[src/rtl/mpf_vtp_port_arbiter.sv]
// Round-robin arbiter sharing one VTP translation port among N_REQ clients, with per-client
// outstanding limits and tag-based response routing. Optional counters: MPF_VTP_ARB_STATS_EN.
module mpf_vtp_port_arbiter #(
  parameter int N_REQ           = 2,
  parameter int ADDR_WIDTH      = 48,
  parameter int MAX_OUTSTANDING = 16,
  parameter int TAG_WIDTH       = 3
) (
  input  logic                        clk,
  input  logic                        reset_n,
  input  logic [N_REQ-1:0]            req_valid,
  input  logic [N_REQ*ADDR_WIDTH-1:0] req_addr,
  input  logic [N_REQ-1:0]            req_speculative,
  output logic [N_REQ-1:0]            req_ready,
  output logic [N_REQ-1:0]            rsp_valid,
  output logic [ADDR_WIDTH-1:0]       rsp_addr,
  output logic                        rsp_error,
  output logic                        vtp_req_valid,
  output logic [ADDR_WIDTH-1:0]       vtp_req_addr,
  output logic                        vtp_req_speculative,
  output logic [TAG_WIDTH-1:0]        vtp_req_tag,
  input  logic                        vtp_req_ready,
  input  logic                        vtp_rsp_valid,
  input  logic [TAG_WIDTH-1:0]        vtp_rsp_tag,
  input  logic [ADDR_WIDTH-1:0]       vtp_rsp_addr,
  input  logic                        vtp_rsp_error,
  output logic                        err_bad_tag
`ifdef MPF_VTP_ARB_STATS_EN
  ,
  input  logic                        stats_clear,
  output logic [N_REQ*32-1:0]         stat_grants,
  output logic [31:0]                 stat_stall_cycles
`endif
);

  // Handshake: a request moves when valid && ready on either side; vtp_req_* hold while valid && !ready.
  localparam int CW = $clog2(MAX_OUTSTANDING) + 1;
  localparam int PW = (N_REQ > 1) ? $clog2(N_REQ) : 1;
  localparam logic [CW-1:0] CNT_MAX = CW'(MAX_OUTSTANDING);

  logic [PW-1:0]         ptr_q, ptr_d;
  logic [CW-1:0]         cnt_q [N_REQ];
  logic [CW-1:0]         cnt_d [N_REQ];
  logic                  out_valid_q, out_valid_d;
  logic [ADDR_WIDTH-1:0] out_addr_q, out_addr_d;
  logic                  out_spec_q, out_spec_d;
  logic [TAG_WIDTH-1:0]  out_tag_q, out_tag_d;
  logic [N_REQ-1:0]      rsp_valid_q, rsp_valid_d;
  logic [ADDR_WIDTH-1:0] rsp_addr_q, rsp_addr_d;
  logic                  rsp_error_q, rsp_error_d;
  logic                  bad_q, bad_d;

  logic [N_REQ-1:0] eligible;
  logic [N_REQ-1:0] gnt_oh;
  logic [N_REQ-1:0] rsp_hit;
  logic [PW-1:0]    gnt_idx;
  logic [PW:0]      rr_sum;
  logic             gnt_found, grant, can_load, rsp_good;

  assign can_load = !out_valid_q || vtp_req_ready;

  always_comb begin
    eligible = '0;
    for (int i = 0; i < N_REQ; i++) begin
      eligible[i] = req_valid[i] && (cnt_q[i] < CNT_MAX);
    end
  end

  // Scan eligible requesters starting at the pointer, wrapping modulo N_REQ.
  always_comb begin
    gnt_found = 1'b0;
    gnt_idx   = '0;
    rr_sum    = '0;
    for (int k = 0; k < N_REQ; k++) begin
      rr_sum = {1'b0, ptr_q} + (PW+1)'(k);
      if (rr_sum >= (PW+1)'(N_REQ)) rr_sum = rr_sum - (PW+1)'(N_REQ);
      if (!gnt_found && eligible[rr_sum[PW-1:0]]) begin
        gnt_found = 1'b1;
        gnt_idx   = rr_sum[PW-1:0];
      end
    end
  end

  assign grant = gnt_found && can_load;

  always_comb begin
    gnt_oh = '0;
    for (int i = 0; i < N_REQ; i++) begin
      gnt_oh[i] = grant && (gnt_idx == PW'(i));
    end
  end

  assign req_ready = reset_n ? gnt_oh : '0;

  always_comb begin
    ptr_d = ptr_q;
    if (grant) ptr_d = (gnt_idx == PW'(N_REQ - 1)) ? '0 : gnt_idx + PW'(1);
  end

  always_comb begin
    out_valid_d = out_valid_q;
    out_addr_d  = out_addr_q;
    out_spec_d  = out_spec_q;
    out_tag_d   = out_tag_q;
    if (can_load) begin
      out_valid_d = grant;
      if (grant) begin
        out_addr_d = req_addr[int'(gnt_idx)*ADDR_WIDTH +: ADDR_WIDTH];
        out_spec_d = req_speculative[gnt_idx];
        out_tag_d  = TAG_WIDTH'(gnt_idx);
      end
    end
  end

  // A response is only accepted for an in-range tag whose requester has something outstanding.
  always_comb begin
    rsp_hit = '0;
    for (int i = 0; i < N_REQ; i++) begin
      rsp_hit[i] = vtp_rsp_valid && (vtp_rsp_tag == TAG_WIDTH'(i)) && (cnt_q[i] != '0);
    end
  end

  assign rsp_good = |rsp_hit;

  always_comb begin
    rsp_valid_d = rsp_hit;
    rsp_addr_d  = rsp_good ? vtp_rsp_addr  : rsp_addr_q;
    rsp_error_d = rsp_good ? vtp_rsp_error : rsp_error_q;
    bad_d       = bad_q || (vtp_rsp_valid && !rsp_good);
  end

  always_comb begin
    for (int i = 0; i < N_REQ; i++) begin
      cnt_d[i] = cnt_q[i];
      if (gnt_oh[i] && !rsp_hit[i])      cnt_d[i] = cnt_q[i] + CW'(1);
      else if (!gnt_oh[i] && rsp_hit[i]) cnt_d[i] = cnt_q[i] - CW'(1);
    end
  end

  always_ff @(posedge clk or negedge reset_n) begin
    if (!reset_n) begin
      ptr_q       <= '0;
      out_valid_q <= 1'b0;
      out_addr_q  <= '0;
      out_spec_q  <= 1'b0;
      out_tag_q   <= '0;
      rsp_valid_q <= '0;
      rsp_addr_q  <= '0;
      rsp_error_q <= 1'b0;
      bad_q       <= 1'b0;
      for (int i = 0; i < N_REQ; i++) cnt_q[i] <= '0;
    end else begin
      ptr_q       <= ptr_d;
      out_valid_q <= out_valid_d;
      out_addr_q  <= out_addr_d;
      out_spec_q  <= out_spec_d;
      out_tag_q   <= out_tag_d;
      rsp_valid_q <= rsp_valid_d;
      rsp_addr_q  <= rsp_addr_d;
      rsp_error_q <= rsp_error_d;
      bad_q       <= bad_d;
      for (int i = 0; i < N_REQ; i++) cnt_q[i] <= cnt_d[i];
    end
  end

  assign vtp_req_valid       = out_valid_q;
  assign vtp_req_addr        = out_addr_q;
  assign vtp_req_speculative = out_spec_q;
  assign vtp_req_tag         = out_tag_q;
  assign rsp_valid           = rsp_valid_q;
  assign rsp_addr            = rsp_addr_q;
  assign rsp_error           = rsp_error_q;
  assign err_bad_tag         = bad_q;

`ifdef MPF_VTP_ARB_STATS_EN
  logic [31:0] grants_q [N_REQ];
  logic [31:0] stall_q;

  always_ff @(posedge clk or negedge reset_n) begin
    if (!reset_n) begin
      stall_q <= '0;
      for (int i = 0; i < N_REQ; i++) grants_q[i] <= '0;
    end else if (stats_clear) begin
      stall_q <= '0;
      for (int i = 0; i < N_REQ; i++) grants_q[i] <= '0;
    end else begin
      if (out_valid_q && !vtp_req_ready && (stall_q != '1)) stall_q <= stall_q + 32'd1;
      for (int i = 0; i < N_REQ; i++) begin
        if (gnt_oh[i] && (grants_q[i] != '1)) grants_q[i] <= grants_q[i] + 32'd1;
      end
    end
  end

  always_comb begin
    stat_grants = '0;
    for (int i = 0; i < N_REQ; i++) stat_grants[i*32 +: 32] = grants_q[i];
  end

  assign stat_stall_cycles = stall_q;
`endif

endmodule
[config.mk]
export PLATFORM = sky130hd
export DESIGN_NAME = mpf_vtp_port_arbiter
export DESIGN_NICKNAME = d
export VERILOG_FILES = /design/src/rtl/mpf_vtp_port_arbiter.sv
export SDC_FILE = /design/constraint.sdc
export NUM_CORES = 1
export LEC_CHECK = 0
export ABC_AREA = 0
export ABC_CLOCK_PERIOD_IN_PS = 3000
export CAP_MARGIN = 40
export CORE_MARGIN = 10
export CORE_UTILIZATION = 41
export CTS_BUF_LIST = sky130_fd_sc_hd__clkbuf_8
export DETAILED_ROUTE_END_ITERATION = 16
export GPL_ROUTABILITY_DRIVEN = 1
export HOLD_SLACK_MARGIN = 0.06
export PLACE_DENSITY = 0.83
export SLEW_MARGIN = 20
export SYNTH_ARGS = -nofsm -noshare
export SYNTH_HDL_FRONTEND = slang
export SYNTH_SLANG_ARGS = --single-unit
[constraint.sdc]
create_clock -name clk -period 3 [get_ports clk]
set_clock_uncertainty 0.2 [all_clocks]
set_input_delay 0.45 -clock clk [delete_from_list [all_inputs] [get_ports clk]]
set_output_delay 0.45 -clock clk [all_outputs]
set_load 0.01 [all_outputs]
After elaboration in Yosys (flattened, before gate mapping):

Index checks and enable logic that the tools add are counted.

* register bits after elaboration: 114

* add/subtract/negate cells: 8
* $mul: 1
* order comparisons: 7
* equality and inequality tests: 1
* shift-type cells: 1
* multiplexer cells: 18
* bitwise gates (word level): 1
* reduce and logical (&&, ||, !) cells: 31

Operator list (number)
* $shiftx A96 B8 Y48: 1
* $mux W5: 4
* $logic_and A1 B1 Y1: 15
* $mux W1: 13
* $add A5 B1 Y5 const B: 2
* $lt A5 B5 Y1 const B: 2
* $reduce_bool A5 Y1: 2
* $sub A5 B1 Y5 const B: 2
* $logic_not A1 Y1: 7
* $lt A1 B2 Y1 const B: 3
* $reduce_bool A2 Y1: 2
* $eq A3 B1 Y1 const B: 1
* $logic_not A3 Y1: 1
* $mul A1 B2 Y3 const B: 1
* $add A1 B1 Y2 const B: 1
* $ge A1 B2 Y1 const B: 1
* $ge A2 B2 Y1 const B: 1
* $logic_or A1 B1 Y1: 2
* $mux W2: 1
* $reduce_and A2 Y1: 1
* $reduce_or A2 Y1: 1
* $sub A1 B1 Y1 const B: 2
* $add A1 B1 Y1 const B: 1
* $not A1 Y1: 1

Logic depth before layout (Yosys ltp):

* depth after elaboration: 14
* depth in mapped cells: 11

Worst setup path after synthesis:

OpenSTA, ideal clock, no wires.

* kind: input -> register
* start point: input port req_valid[1]
* end point: register cnt_q[4] (netlist name)
* setup time: 0.123 ns
* data arrival time: 2.474 ns
* path slack: 0.204 ns
* stages on the path: 11
* cell sequence: nor2b_1 nand2_1 a21oi_1 clkbuf_1 ha_1 inv_1 ha_1 a21oi_1 and3_1 o21bai_1 xnor2_1

* longest elaborated chain between the ends: 12
* elaborated cells on any way between the ends: 18
* classes of those cells: mux: 9; reduce/logical: 9

RTL lines
* start, declared: line 11 `input logic [N_REQ-1:0] req_valid,`
* $logic_and A1 B1 Y1 (*): line 65 `eligible[i] = req_valid[i] && (cnt_q[i] < CNT_MAX);`
* $mux W1 (implied by the code) (2 in series): line 77 `if (!gnt_found && eligible[rr_sum[PW-1:0]]) begin`
* $mux W1: line 77
* $logic_not A1 Y1: line 77
* $logic_and A1 B1 Y1: line 77
* $mux W1: line 77
* $logic_and A1 B1 Y1: line 84 `assign grant = gnt_found && can_load;`
* $logic_and A1 B1 Y1 (*): line 89 `gnt_oh[i] = grant && (gnt_idx == PW'(i));`
* $logic_not A1 Y1: line 136 `else if (!gnt_oh[i] && rsp_hit[i]) cnt_d[i] = cnt_q[i] - CW'(1);`
* $logic_and A1 B1 Y1: line 136
* $reduce_bool A2 Y1 (no line)
* end, declared: line 42 `logic [CW-1:0] cnt_q [N_REQ];`

Every way passes the cells marked *; elsewhere a longest branch is shown, timed or not. The select of a mux whose other input is x is not followed.
A chain may end at the register's enable or synchronous reset.

Worst setup path after layout:

* start point: input port req_valid[1]
* end point: output port req_ready[1]

* longest elaborated chain between the ends: 10
* elaborated cells on any way between the ends: 14
* classes of those cells: mux: 9; reduce/logical: 5

RTL lines
* $logic_and A1 B1 Y1 (*): line 65
* $mux W1 (implied by the code) (2 in series): line 77
* $mux W1: line 77
* $logic_not A1 Y1: line 77
* $logic_and A1 B1 Y1: line 77
* $mux W1: line 77
* $logic_and A1 B1 Y1: line 84
* $logic_and A1 B1 Y1 (*): line 89
* $mux W2 (*): line 93 `assign req_ready = reset_n ? gnt_oh : '0;`
* end, declared: line 14 `output logic [N_REQ-1:0] req_ready,`

Marked as above.

==> results.py <==
metrics = {
    "global_route": {
        "grt_max_degree": 96,
        "grt_pass1_vias": 4562,
        "antenna_found_initial": 0,
        "grt_overflow": 0,
        "track_usage_pct": 19.3,
        "grt_first_pass_wirelength_mm": 25.3,
    },
    "sta": {
        "rsz0062_at_grt": "no",
        "min_period_ns": 2.79,
        "tightestPinTransition_ns": 0.729,
        "setup_violations": 0,
        "fin_crit_sh_pct": 93.1,
        "finalHoldViolCount": 0,
        "relSlewSlack_pct": 51.3,
        "drv_slew": 0,
        "timing.fmax_mhz": 358,
    },
    "pwr": {
        "pwr-share-comb_pct": 46.5,
        "leakagePower_nw": 3.46,
        "power_frac_seq_pct": 35.0,
        "power.internal_mw": 4.90,
        "netSwitchingFraction_pct": 33.1,
        "p_clk_share_pct": 18.4,
        "power.switching_mw": 2.43,
        "ir_worst_vdd_mv": 0.508,
        "p_per_area_nw_per_um2": 905,
    },
    "finish": {
        "fillCellCount": 892,
        "area_delta_synth_final_pct": 64.0,
        "final_cells": 792,
        "regArea_um2": 2850,
        "drive_gt1_share_pct": 15.0,
        "fin_util_pct": 68.0,
        "nets": 799,
        "multi_input_area_um2": 1950,
        "num_antenna_cells": 0,
    },
    "drt": {
        "ant_nets": 0,
        "drt_first_pass_iters": 6,
        "remaining_drc_errors": 0,
        "vias_per_cell": 5.19,
        "avgRoutedWirePerCell_um": 20.8,
        "drt_iter0_markers": 258,
        "routed_wl_mm": 16.5,
        "vias": 4107,
    },
    "cts": {
        "root_buffer": "clkbuf_8",
        "clockBufferDepth": 2,
        "ctsHoldBuffers": 1,
        "h-tree-depth": 4,
        "cts_tree": "yes",
        "cts_sinks": 114,
        "cts_buffers": 17,
        "cts_resized": 0,
        "post_cts_buffers": 0,
        "insertion_delay_ns": 0.42,
        "clkTransAtPathRegs_ns": 0.07,
    },
    "placed_design": {
        "dpl.cell_count": 759,
        "dp_hpwl_mm": 12.5,
        "gp_congestion": 0.826,
        "portBuffers": 260,
    },
    "logic_synthesis": {
        "synth-seq-cells": 114,
        "synth_cell_types": 30,
        "dominantRegCellSynth": "dfrtp_1",
        "avgSynthCellArea_um2": 13.5,
        "synth-edff-count": 0,
        "synth_top_area_share_pct": 57.8,
        "synth_cells": 366,
        "synth_commonest_cells": "dfrtp_1 (114), and2_1 (52), a221o_1 (49), mux2_2 (41), clkbuf_1 (17)",
        "yosysSeqAreaShare_pct": 57.8,
        "synth_area_leaders": "dfrtp_1 (58%), a221o_1 (9.9%), mux2_2 (9.4%)",
        "yosysMostFrequentCell": "dfrtp_1",
        "synth_area_um2": 4940,
        "async_reset_ff_share_pct": 100,
        "ys.warnings.count": 0,
        "yosysTopAreaCell": "dfrtp_1",
    },
    "worst_hold_path": {
        "hold_path.class": "primary input to asynchronous set/reset pin",
    },
    "setup_path": {
        "cpMostUsedCell": "clkdlybuf4s50_1",
        "cp_max_fo": 3,
        "crit_type": "primary input to primary output",
        "crit_buf_inv": 2,
        "path_delay_family": "buffers and inverters",
        "crit_slowest_cell": "clkdlybuf4s50_1",
        "cp.arrival_ns": 2.14,
        "end_kind": "primary output",
        "max_stage_delay_ns": 0.55,
        "path_cells": "clkdlybuf4s50_1, nor2b_1, nand2_1, a21oi_4, and2_1, clkdlybuf4s50_1",
        "required_ns": 2.35,
        "cp-start-kind": "primary input",
        "timing.reg2reg.setup_slack_ns": 0.26,
    },
    "outcome": {
        "status": "completed",
    },
    "floorplan": {
        "die_w_um": 130,
        "start_util_pct": 41.4,
        "coreArea_um2": 11900,
        "die_y_um": 130,
        "ioPinCount": 263,
        "core.rowCount": 40,
        "dieArea_um2": 16800,
    },
    "job": {
        "cap_violations": 0,
    },
}
## metal layers
layer / vias up / GRT usage, % / wire length (µm)
met2: 200 / 32.4 / 8070
met3: 25 / 9.01 / 1680
met1: 2023 / 21.3 / 6340
met4: 0 / 6.35 / 365
met5: - / 0 / 0
li1: 1859 / - / -
## worst paths after layout
path / from / to / depth (start not counted)
max: req_valid[1] / req_ready[1] / 6
min: reset_n / vtp_req_addr[42]$_DFFE_PN0P_ / 2
max reg2reg: cnt_q[5]$_DFFE_PN0P_ / cnt_q[8]$_DFFE_PN0P_ / 10
min reg2reg: err_bad_tag$_DFF_PN0_ / err_bad_tag$_DFF_PN0_ / 1
max in group asynchronous: reset_n / rsp_valid[0]$_DFF_PN0_ / 3
min in group clk: err_bad_tag$_DFF_PN0_ / err_bad_tag$_DFF_PN0_ / 1
## area by class of cell
type | instances | share of cell area, %
clock buffer | 21 | 3.57
clock inverter | 11 | 1.08
inverter | 7 | 0.325
multi-input combinational | 222 | 24.1
sequential | 114 | 35.2
tap | 147 | 2.27
timing repair buffer | 270 | 33.4
## worst reg2reg max path, stage by stage, from the launching register on
cell and delay [ns]:
dfrtp_1 0.44, or4_4 0.56, nor2_1 0.10, or3_1 0.13
ha_1 0.14, inv_1 0.11, ha_1 0.30, a21o_2 0.21
a21oi_1 0.16, xor2_1 0.15, o21ai_0 0.10
## placed cells by master, fill, tap and decap left out, types with 6 or more instances in the layout
| master | n |
|---|---|
| mux2_4 | 9 |
| a221o_1 | 49 |
| ha_1 | 9 |
| and2_1 | 52 |
| nand2_1 | 12 |
| xnor2_1 | 6 |
| a21oi_1 | 6 |
| mux2_2 | 41 |
| clkdlybuf4s50_1 | 259 |
| o21ai_0 | 6 |
| inv_1 | 9 |
| clkbuf_8 | 21 |
| dfrtp_1 | 114 |
| buf_4 | 8 |
## state kept, by name (all words and copies together) (netlist names)
signal,flops
cnt_q,10
vtp_req_tag,1
vtp_req_speculative,1
err_bad_tag,1
vtp_req_addr,48
ptr_q,1
rsp_addr,48
rsp_error,1
rsp_valid,2
vtp_req_valid,1
## logic make-up after synthesis
| group | synth area share (%) |
|---|---|
| AO/OA/AOI/OAI | 12.8 |
| adder cells (fa/ha/maj) | 3.09 |
| multiplexers | 12.1 |
| XOR/XNOR | 1.42 |
| flip-flops | 57.8 |
| other | 0.0760 |
| AND/OR/NAND/NOR | 9.45 |
| buffers and inverters | 3.27 |
## power by group through the flow
stage / Sequential (mW) / Clock (mW) / Combinational (mW)
2_1_floorplan: 2.78 / 0 / 1.36
3_3_place_gp: 2.53 / 0 / 3.31
3_5_place_dp: 2.57 / 0 / 3.43
4_1_cts: 2.56 / 1.38 / 3.45
5_1_grt: 2.65 / 1.47 / 3.67
6_report: 2.57 / 1.35 / 3.41
## per-stage QoR
step	setup slack, ns	area, µm²	hold slack, ns	TNS [ns]	power, mW
after floorplan	0.204	4940	-0.0456	0	4.14
after global placement	0.0517	7710	0.163	0	5.84
after detailed placement	-0.0335	7710	0.168	-0.0412	5.99
final	0.206	8090	0.265	0	7.33
after CTS	0.194	8090	0.263	0	7.39
after global routing	0.0734	8090	0.258	0	7.79
Power figures use the tool's default switching activity.
